$ cat src/rtl/move_pkg.sv
// Shared types and helpers for the tic-tac-toe move issuer.
package move_pkg;

  typedef enum logic [2:0] {
    S_WAIT,
    S_CHECK,
    S_ISSUE,
    S_CONFIRM,
    S_ERROR
  } move_state_t;

  localparam logic [1:0] CELL_EMPTY = 2'b00;
  localparam logic [1:0] CELL_P0    = 2'b01;
  localparam logic [1:0] CELL_P1    = 2'b10;
  localparam int         NUM_CELLS  = 9;

  // Out-of-range indices read as empty; callers range-check separately.
  function automatic logic [1:0] cell_of(input logic [17:0] cells, input logic [3:0] idx);
    logic [1:0] v;
    v = CELL_EMPTY;
    for (int i = 0; i < NUM_CELLS; i++)
      if (idx == 4'(i)) v = cells[2*i +: 2];
    return v;
  endfunction

endpackage

$ cat src/rtl/first_empty_finder.sv
// Priority encoder: index of the lowest empty cell, plus a found flag.
module first_empty_finder
  import move_pkg::*;
(
  input  logic [17:0] cells,
  output logic [3:0]  idx,
  output logic        found
);

  // Scan high to low so the lowest empty cell wins.
  always_comb begin
    idx   = '0;
    found = 1'b0;
    for (int i = NUM_CELLS - 1; i >= 0; i--) begin
      if (cells[2*i +: 2] == CELL_EMPTY) begin
        idx   = 4'(i);
        found = 1'b1;
      end
    end
  end

endmodule

$ cat src/rtl/move_issuer.sv
// Select-bus initiator for the tic-tac-toe grid: validate, strobe, confirm, alternate turns.
// Define AUTO_MOVE_EN to auto-play the lowest empty cell after TIMEOUT_CYCLES idle cycles.
module move_issuer
  import move_pkg::*;
#(
  parameter logic [31:0] TIMEOUT_CYCLES = 32'd250_000_000,
  parameter logic [2:0]  CONFIRM_MAX    = 3'd4
) (
  input  logic        clk,
  input  logic        rst,
  input  logic        move_valid,
  input  logic [3:0]  move_code,
  input  logic [17:0] cells,
  input  logic        game_over,
  output logic [3:0]  code,
  output logic        sel,
  output logic        pl,
  output logic        turn,
  output logic        move_ready,
  output logic        reject,
  output logic        timeout_pulse,
  output logic        board_full,
  output logic        err
);

  move_state_t state, state_nxt;
  logic [2:0]  ccnt;
  logic [3:0]  empty_idx;
  logic        empty_found;
  logic [1:0]  cur;
  logic        bad, cfm_ok, accept, auto_fire;

  first_empty_finder u_finder (
    .cells (cells),
    .idx   (empty_idx),
    .found (empty_found)
  );

  assign board_full = !empty_found;
  assign cur        = cell_of(cells, code);
  assign bad        = (code > 4'd8) || (cur != CELL_EMPTY);
  assign cfm_ok     = (cur == (pl ? CELL_P1 : CELL_P0));
  assign move_ready = (state == S_WAIT) && !game_over;
  assign sel        = (state == S_ISSUE);
  // A timeout in the same cycle wins over a request.
  assign accept     = move_valid && move_ready && !auto_fire;

`ifdef AUTO_MOVE_EN
  logic [31:0] timer;

  assign auto_fire = (state == S_WAIT) && !game_over && !board_full &&
                     (timer == TIMEOUT_CYCLES - 32'd1);

  always_ff @(posedge clk or negedge rst) begin
    if (!rst) begin
      timer         <= '0;
      timeout_pulse <= 1'b0;
    end else begin
      timeout_pulse <= auto_fire;
      if (auto_fire || accept || (state == S_CONFIRM && cfm_ok))
        timer <= '0;
      else if (state == S_WAIT && !game_over && !board_full)
        timer <= timer + 32'd1;
    end
  end
`else
  assign auto_fire     = 1'b0;
  assign timeout_pulse = 1'b0;
`endif

  always_comb begin
    state_nxt = state;
    case (state)
      S_WAIT:    if (auto_fire) state_nxt = S_ISSUE;
                 else if (accept) state_nxt = S_CHECK;
      S_CHECK:   state_nxt = bad ? S_WAIT : S_ISSUE;
      S_ISSUE:   state_nxt = S_CONFIRM;
      S_CONFIRM: if (cfm_ok) state_nxt = S_WAIT;
                 else if (ccnt == CONFIRM_MAX - 3'd1) state_nxt = S_ERROR;
      S_ERROR:   state_nxt = S_ERROR;
      default:   state_nxt = S_WAIT;
    endcase
  end

  always_ff @(posedge clk or negedge rst) begin
    if (!rst) begin
      state  <= S_WAIT;
      code   <= '0;
      pl     <= 1'b0;
      turn   <= 1'b0;
      reject <= 1'b0;
      err    <= 1'b0;
      ccnt   <= '0;
    end else begin
      state  <= state_nxt;
      reject <= (state == S_CHECK) && bad;
      if (auto_fire)   code <= empty_idx;
      else if (accept) code <= move_code;
      if (state_nxt == S_ISSUE) pl <= turn;
      if (state == S_CONFIRM && cfm_ok) turn <= ~turn;
      ccnt <= (state == S_CONFIRM) ? ccnt + 3'd1 : 3'd0;
      if (state == S_CONFIRM && !cfm_ok && ccnt == CONFIRM_MAX - 3'd1) err <= 1'b1;
    end
  end

endmodule
$ cat config.mk
export PLATFORM = sky130hd
export DESIGN_NAME = move_issuer
export DESIGN_NICKNAME = d
export VERILOG_FILES = /design/src/rtl/move_pkg.sv /design/src/rtl/first_empty_finder.sv /design/src/rtl/move_issuer.sv
export SDC_FILE = /design/constraint.sdc
export NUM_CORES = 1
export LEC_CHECK = 0
export BUFFER_PORTS_ARGS = -buffer_cell sky130_fd_sc_hd__buf_2
export CORE_MARGIN = 10
export CORE_UTILIZATION = 30
export CTS_CLUSTER_DIAMETER = 60
export CTS_CLUSTER_SIZE = 14
export DETAILED_ROUTE_END_ITERATION = 12
export SYNTH_ARGS = -nofsm -noshare
export SYNTH_HDL_FRONTEND = slang
export SYNTH_HIERARCHICAL = 1
export SYNTH_SLANG_ARGS = --single-unit
$ cat constraint.sdc
create_clock -name clk -period 4.9 [get_ports clk]
set_input_delay 0.98 -clock clk [delete_from_list [all_inputs] [get_ports clk]]
set_output_delay 0.98 -clock clk [all_outputs]
set_load 0.005 [all_outputs]
==> flow_metrics.tcl, run 1 <==
set metrics [dict create \
    drt_iter0_drc 91 \
    cts.sinks 14 \
    relSlewSlack 0.640 \
    worst_hold_path.endpoint "ccnt[0]$_DFF_PN0_" \
    clk_pin_slew_ns 0.08 \
    worstHoldStart "ccnt[0]$_DFF_PN0_" \
    cap_violations 0 \
    swShare 0.416 \
    fmax_ghz 0.313 \
    path_common_cell "buf_2" \
    clockBufferDepth 2 \
    mappedNetlistArea_um2 935 \
    worstRegToRegCells 7 \
    io_buffers 36 \
    critPathMaxStageDelay_ns 0.52 \
    dr.pass1.iters 4 \
    track_usage 0.0830 \
    worst_ep_arrival_time_ns 2.22 \
    rsz0062_at_grt "no" \
    die_x_um 75.8 \
    multi_input_area_um2 541 \
    seqPwrFrac 0.378 \
    path_max_fanout 2 \
    via_per_inst 4.97 \
    hold_viol 0 \
    worstSetupPathType "in -> out" \
    avgSynthCellArea_um2 9.25 \
    period_share 0.653 \
    cts_root_buf "clkbuf_4" \
    grt_start_max_net_pins 19 \
    cts_tree "done" \
    p_switching_mw 0.257 \
    status "completed" \
    worstSkewPairLatency_ns 0.28 \
    holdBufCountCts 0 \
    cts_resized 0 \
    min_path_cells 1 \
    vias 895 \
    tns_ns 0 \
    drc_errors 0 \
    drive_gt1_frac 0.397 \
    gp_congestion 0.857 \
    r2r-end "pl$_DFFE_PN0N_" \
    ys_warn_count 6 \
    reg2reg_slack_ns 2.33 \
    hp-class "reg -> reg" \
    detail-route-antenna-nets 0 \
    area_growth_pct 26.4 \
    grt_pass1_wl_mm 3.78 \
    h-tree-depth 1 \
    cts_buffers 3 \
    fill_cells 307 \
    internal-power_mw 0.361 \
    slew_violations 0 \
    critPathLaunchType "input pin" \
    fin_cells 180 \
    avgRoutedWirePerCell_um 13.3 \
    whs_ns 0.449 \
    dp_hpwl_mm 1.95 \
    grt_pass1_vias 863 \
    finClkSkew_ns 0.00190 \
    gr-total-overflow 0 \
    wirelength_mm 2.39 \
    r2r-start "code[1]$_DFFE_PN0P_" \
    critPathBufInv 3 \
    tightest_slew_ns 0.540 \
    dieArea_um2 5750 \
    max-vdd-ir-drop_uv 240 \
    syn_nets 129 \
    antenna_found_initial 0 \
    layout.nets 165 \
    p_per_area_nw_per_um2 524 \
    diodes 0 \
    endpoint_kind "output pin" \
    die_y_um 75.8 \
    io_pins 38 \
    start_util 0.309 \
    crit_required_ns 3.92 \
    syn-instance-count 101 \
    clkPwrFrac 0.133 \
    coreArea_um2 3030 \
    num_rows 20 \
    power_leakage_nw 0.570 \
    register_area_um2 350 \
    final.min_clock_period_ns 3.20 \
    path_cells "buf_2, o22a_2, or3b_1, or4_1, inv_1, buf_2" \
    cts_setup_buffers 0 \
    cpMaxStageDelayCell "or4_1" \
    combPwrFrac 0.488 \
    crit_family "simple AND/OR/NAND/NOR gates" \
    setup_violations 0 \
    dp_cells 176 \
]
[per-layer routing]
layer | part of all wire | GRT usage
met2 | 0.45 | 0.140
met1 | 0.40 | 0.0906
met4 | 0.0079 | 0.0247
met3 | 0.14 | 0.0391
met5 | 0 | 0
[how the worst max path moves through the flow]
stage | startpoint | to | slack [ns] | cells past startpoint
CTS | cells[5] | board_full | 1.69 | 6
floorplan | cells[5] | board_full | 1.93 | 4
detailed placement | cells[5] | board_full | 1.69 | 6
global placement | cells[5] | board_full | 1.70 | 6
global route | cells[5] | board_full | 1.64 | 6
finish | cells[5] | board_full | 1.70 | 6
[placed cells by master (no fill, tap or decap), types with 2 or more instances in the layout]
cell      instances
o22ai_1           3
mux2i_1           2
or3b_1            2
or4_1             2
inv_1             4
a21oi_1           3
nand2b_1          2
clkbuf_4          3
buf_2            36
ha_1              2
a21o_1            2
dfrtp_1          14
mux2_2            5
o311ai_0          2
nor2b_1           2
nand2_1           8
nor2_1           12
o21ai_0           3
[power by group through the flow]
stage               clock [mW]  combinational [mW]  sequential (mW)
floorplan                    0               0.255            0.195
global placement             0               0.303            0.234
detailed placement           0               0.306            0.237
CTS                     0.0844               0.307            0.234
global route            0.0934               0.338            0.247
finish                  0.0825               0.302            0.234
[stage by stage]
| stage | power [mW] | setup WS [ns] | util | area, um^2 |
|---|---|---|---|---|
| global route | 0.678 | 1.64 | 0.390 | 1180 |
| global placement | 0.537 | 1.70 | 0.378 | 1140 |
| finish | 0.618 | 1.70 | 0.390 | 1180 |
| detailed placement | 0.543 | 1.69 | 0.378 | 1140 |
| CTS | 0.626 | 1.69 | 0.390 | 1180 |
| floorplan | 0.450 | 1.93 | - | 935 |
[state kept, by name, indices dropped and copies added (netlist names)]
signal	flops
turn	1
err	1
pl	1
reject	1
state	3
ccnt	3
code	4
[area by class of cell]
type                    count  share of cell area
repair buffers             36               0.153
flip-flops and latches     14               0.297
inverters                   5              0.0159
clock buffers               4              0.0307
multi-input cells          77               0.458
well taps                  44              0.0466
(Power assumes the default switching activity.)
==> run 2: changes to the inputs <==
--- a/config.mk
+++ b/config.mk
@@ -5,6 +5,7 @@
 export SDC_FILE = /design/constraint.sdc
 export NUM_CORES = 1
 export LEC_CHECK = 0
+export ABC_AREA = 1
 export BUFFER_PORTS_ARGS = -buffer_cell sky130_fd_sc_hd__buf_2
 export CORE_MARGIN = 10
 export CORE_UTILIZATION = 30
==> constraint.sdc (replaced) <==
create_clock -name clk -period 2.6 [get_ports clk]
set_input_delay 0.52 -clock clk [delete_from_list [all_inputs] [get_ports clk]]
set_output_delay 0.52 -clock clk [all_outputs]
set_load 0.005 [all_outputs]
==> run 2 against run 1 <==
Combinational power is 88% higher; power is 75% higher; flip-flop and latch count stayed put; via count is 12% higher; clock skew is 0.0032 ns higher; sequential share of layout area is 2.0 points lower; critical endpoint unchanged; highest routed layer unchanged.
==> flow_metrics.tcl, run 2 <==
set metrics [dict create \
    status "completed" \
    worstSkewPairLatency_ns 0.28 \
    multi_input_area_um2 533 \
    register_area_um2 350 \
    grt_pass1_vias 993 \
    start_util 0.321 \
    dieArea_um2 6060 \
    max-vdd-ir-drop_uv 375 \
    hold_viol 0 \
    drt_iter0_drc 26 \
    io_pins 38 \
    track_usage 0.0828 \
    die_x_um 77.8 \
    largest_reg_flops 4 \
    gp_congestion 0.850 \
    ys_warn_count 6 \
    hp-class "in -> async" \
    h-tree-depth 1 \
    layout_commonest_cell "buf_2" \
    final.min_clock_period_ns 1.79 \
    via_per_inst 4.29 \
    avgRoutedWirePerCell_um 10.6 \
    setup_violations 0 \
    cts_buffers 3 \
    combPwrFrac 0.523 \
    io_buffers 36 \
    cts_resized 0 \
    die_y_um 77.8 \
    vias 1003 \
    critPathLaunchType "input pin" \
    fin_cells 234 \
    worst_ep_arrival_time_ns 1.27 \
    drc_errors 0 \
    clkPwrFrac 0.141 \
    seqPwrFrac 0.336 \
    syn-instance-count 151 \
    swShare 0.460 \
    reg_top3 "code x4, ccnt x3, state x3" \
    fill_cells 348 \
    holdBufCountCts 0 \
    slew_violations 0 \
    worstSetupPathType "in -> out" \
    cts_root_buf "clkbuf_4" \
    internal-power_mw 0.586 \
    dp_hpwl_mm 2.17 \
    gr-total-overflow 0 \
    tns_ns 0 \
    detail-route-antenna-nets 0 \
    layout.nets 219 \
    cts.sinks 14 \
    mappedNetlistArea_um2 1000 \
    p_switching_mw 0.499 \
    avgSynthCellArea_um2 6.65 \
    finClkSkew_ns 0.00509 \
    cpMaxStageDelayCell "or2_4" \
    whs_ns 0.120 \
    antenna_found_initial 0 \
    relSlewSlack 0.668 \
    clk_pin_slew_ns 0.08 \
    critPathMaxStageDelay_ns 0.23 \
    cap_violations 0 \
    dp_cells 230 \
    dr.pass1.iters 4 \
    area_growth_pct 26.3 \
    drive_gt1_frac 0.295 \
    clockBufferDepth 2 \
    grt_pass1_wl_mm 4.22 \
    diodes 0 \
    p_per_area_nw_per_um2 856 \
    coreArea_um2 3130 \
    num_rows 20 \
    wirelength_mm 2.49 \
    mostFrequentLayoutCells "buf_2, nand2_1, inv_1, nor2_1, nand3_1" \
    power_leakage_nw 0.724 \
    cts_setup_buffers 0 \
    rsz0062_at_grt "no" \
    path_max_fanout 3 \
    crit_required_ns 2.08 \
    period_share 0.690 \
    grt_start_max_net_pins 15 \
    cts_tree "done" \
    fmax_ghz 0.558 \
    path_cells "buf_2, or2_4, nand2_1, nor2_4, o2111ai_1, inv_1, buf_2" \
    syn_nets 179 \
    path_common_cell "buf_2" \
    tightest_slew_ns 0.494 \
    top_register "code" \
    endpoint_kind "output pin" \
]
## run 2: final cells by class
type / count / share of cell area
clock buffer: 4 / 0.0286
inverter: 30 / 0.0888
multi-input combinational: 106 / 0.421
sequential: 14 / 0.276
tap: 44 / 0.0434
timing repair buffer: 36 / 0.142
## run 2: final timing paths
kind | depth (start not counted) | to | slack, ns | startpoint
min | 1 | ccnt[0]$_DFF_PN0_ | 0.12 | rst
min in group clk | 1 | ccnt[0]$_DFF_PN0_ | 0.45 | ccnt[0]$_DFF_PN0_
max in group asynchronous | 1 | code[3]$_DFFE_PN0P_ | 2.24 | rst
max | 7 | board_full | 0.81 | cells[11]
max reg2reg | 12 | state[1]$_DFF_PN0_ | 0.91 | code[3]$_DFFE_PN0P_
min reg2reg | 1 | ccnt[0]$_DFF_PN0_ | 0.45 | ccnt[0]$_DFF_PN0_
## run 2: layer usage
layer	up-vias	share of wire	track usage
met3	5	0.099	0.0380
met1	415	0.48	0.104
met5	-	0	0
met2	29	0.41	0.122
li1	554	-	-
met4	0	0.014	0.0274
## run 2: through the flow
step | worst slack (ns) | util | area (um^2) | power [mW]
2_1_floorplan | 1.08 | - | 1000 | 0.762
3_3_place_gp | 0.817 | 0.394 | 1230 | 0.946
3_5_place_dp | 0.792 | 0.394 | 1230 | 0.947
4_1_cts | 0.793 | 0.405 | 1270 | 1.10
5_1_grt | 0.670 | 0.405 | 1270 | 1.22
6_report | 0.807 | 0.405 | 1270 | 1.08
## run 2: power by group through the flow
stage	Combinational, mW	Sequential [mW]	Clock, mW
after floorplan	0.397	0.365	0
after global placement	0.575	0.371	0
after detailed placement	0.577	0.370	0
after CTS	0.581	0.366	0.157
after global routing	0.662	0.378	0.175
final	0.567	0.365	0.153
## run 2: worst max-delay path: cells and delay by family
family,cells,cell delay (ns)
AOI/OAI and AO/OA,1,0.06
buffers and inverters,3,0.30
and+or+nand+nor,3,0.38
==> run 3: changes to the inputs <==
==> constraint.sdc (replaced) <==
create_clock -name clk -period 1.45 [get_ports clk]
set_input_delay 0.29 -clock clk [delete_from_list [all_inputs] [get_ports clk]]
set_output_delay 0.29 -clock clk [all_outputs]
set_load 0.005 [all_outputs]
==> run 3 against run 2 <==
Die area is the same; the run now ends with negative setup slack left; register-to-register slack worse by 1.1 ns; clock skew down 0.0026 ns; first-iteration DRC count is 19% lower; power increased by 130%; utilization rose by 7.4 points; highest routed layer unchanged.
==> flow_metrics.tcl, run 3 (same netlist as run 2, synthesis figures left out) <==
set metrics [dict create \
    max-vdd-ir-drop_uv 778 \
    avgRoutedWirePerCell_um 11.2 \
    area_growth_pct 49.3 \
    worstSetupPathType "reg -> reg" \
    slew_violations 0 \
    via_per_inst 4.31 \
    fin_util 0.479 \
    final.min_clock_period_ns 1.61 \
    drt_iter0_drc 21 \
    status "complete, but fails checks" \
    critPathMaxStageDelay_ns 0.46 \
    cap_violations 0 \
    layout.nets 235 \
    path_common_cell "nand2_1" \
    min_path_cells 3 \
    worst_hold_path.endpoint "code[1]$_DFFE_PN0P_" \
    start_util 0.321 \
    cts.sinks 14 \
    drive_gt1_frac 0.481 \
    track_usage 0.0924 \
    layout_commonest_cell "buf_2" \
    grt_pass1_vias 1141 \
    top_register "code" \
    grt_start_max_net_pins 15 \
    p_per_area_nw_per_um2 1670 \
    path_cells "buf_4, nor3_2, nand2_1, nand2_1, nand3_2, nand2_2, nand4_1, nand2_1, o21ai_1" \
    power_leakage_nw 0.815 \
    fin_cells 250 \
    reg2reg_slack_ns -0.16 \
    power_mw 2.50 \
    drc_errors 0 \
    antenna_found_initial 0 \
    cts_buffers 3 \
    register_area_um2 355 \
    gp_congestion 0.789 \
    r2r-start "code[1]$_DFFE_PN0P_" \
    crit_required_ns 1.62 \
    dp_hpwl_mm 2.31 \
    worst_ep_arrival_time_ns 1.78 \
    path_max_fanout 6 \
    vias 1077 \
    die_x_um 77.8 \
    num_rows 20 \
    worstSkewPairLatency_ns 0.28 \
    cpMaxStageDelayCell "dfrtp_2" \
    fin_ws_ns -0.157 \
    rsz0062_at_grt "yes" \
    multi_input_area_um2 633 \
    largest_reg_flops 4 \
    wirelength_mm 2.81 \
    r2r-end "pl$_DFFE_PN0N_" \
    fill_cells 338 \
    coreArea_um2 3130 \
    whs_ns 0.259 \
    cts_tree "done" \
    tns_ns -0.987 \
    worstRegToRegCells 9 \
    io_buffers 36 \
    setup_violations 7 \
    fmax_ghz 0.622 \
    cts_root_buf "clkbuf_4" \
    hp-class "in -> reg" \
    violations "negative setup slack" \
    dr.pass1.iters 4 \
    endpoint_kind "register" \
    clk_pin_slew_ns 0.08 \
    diodes 0 \
    finClkSkew_ns 0.00252 \
    clockBufferDepth 2 \
    grt_pass1_wl_mm 4.78 \
    reg_top3 "code x4, ccnt x3, state x3" \
    critPathLaunchType "register" \
    worstHoldStart "move_code[1]" \
    detail-route-antenna-nets 0 \
    crit_start "code[1]$_DFFE_PN0P_" \
    hold_viol 0 \
    period_share 1.11 \
    io_pins 38 \
    dp_cells 243 \
    mostFrequentLayoutCells "buf_2, nand2_1, inv_1, nor2_1, buf_4" \
    dieArea_um2 6060 \
    gr-total-overflow 0 \
    h-tree-depth 1 \
    die_y_um 77.8 \
]
[run 3: cell types whose count changed in the layout (fill, tap and decap cells not counted), moves of 4 or more]
cell,delta
buf_4,+15
dfrtp_1,-4
dfrtp_2,+4
nand2_1,-5
nand2_2,+5
nand3_1,-8
nand3_2,+8
nor2_1,-4
[run 3: worst max-delay path by stage]
stage / to / cells after the start / slack (ns)
after floorplan: pl$_DFFE_PN0N_ / 10 / -0.03
after global placement: pl$_DFFE_PN0N_ / 10 / -0.21
after detailed placement: pl$_DFFE_PN0N_ / 10 / -0.21
after CTS: pl$_DFFE_PN0N_ / 9 / -0.15
after global routing: pl$_DFFE_PN0N_ / 9 / -0.33
final: pl$_DFFE_PN0N_ / 9 / -0.16
[run 3: layout make-up]
class | count | share of cell area
clock buffers | 4 | 0.0242
inverters | 30 | 0.0769
multi-input cells | 106 | 0.423
flip-flops and latches | 14 | 0.237
well taps | 44 | 0.0368
repair buffers | 52 | 0.202
[run 3: stage by stage]
stage	cell area (um^2)	worst slack, ns
after global routing	1500	-0.331
after detailed placement	1340	-0.209
final	1500	-0.157
after CTS	1470	-0.151
after floorplan	1020	-0.0297
after global placement	1340	-0.213
[run 3: metal layers]
metal,routed length [um],share of wire,vias to the layer above,global-route usage
li1,-,-,587,-
met1,1300,0.46,456,0.110
met2,1280,0.46,28,0.151
met3,187,0.067,6,0.0276
met4,36,0.013,0,0.0383
met5,0,0,-,0
[run 3: worst max-delay path, delay by kind of cell, from the launching register on]
family,cells,cell delay [ns]
buffers and inverters,1,0.17
AO/OA/AOI/OAI,1,0.06
flip-flops,1,0.46
AND/OR/NAND/NOR,7,0.80
[run 3: what timing repair did]
item | in CTS | in global routing
resized for setup | 17 | 9
setup buffers | 2 | 0
hold buffers | 1 | 0
pin swaps | 3 | 1
cloned | 0 | 0
setup endpoints to repair | 8 | 9
hold endpoints to repair | 14 | 0
[run 3: report_power, final]
part	switching (mW)	internal [mW]	leakage, nW
Clock	0.124	0.153	0.0210
Sequential	0.176	0.526	0.169
Combinational	0.846	0.674	0.626
Total	1.15	1.35	0.815
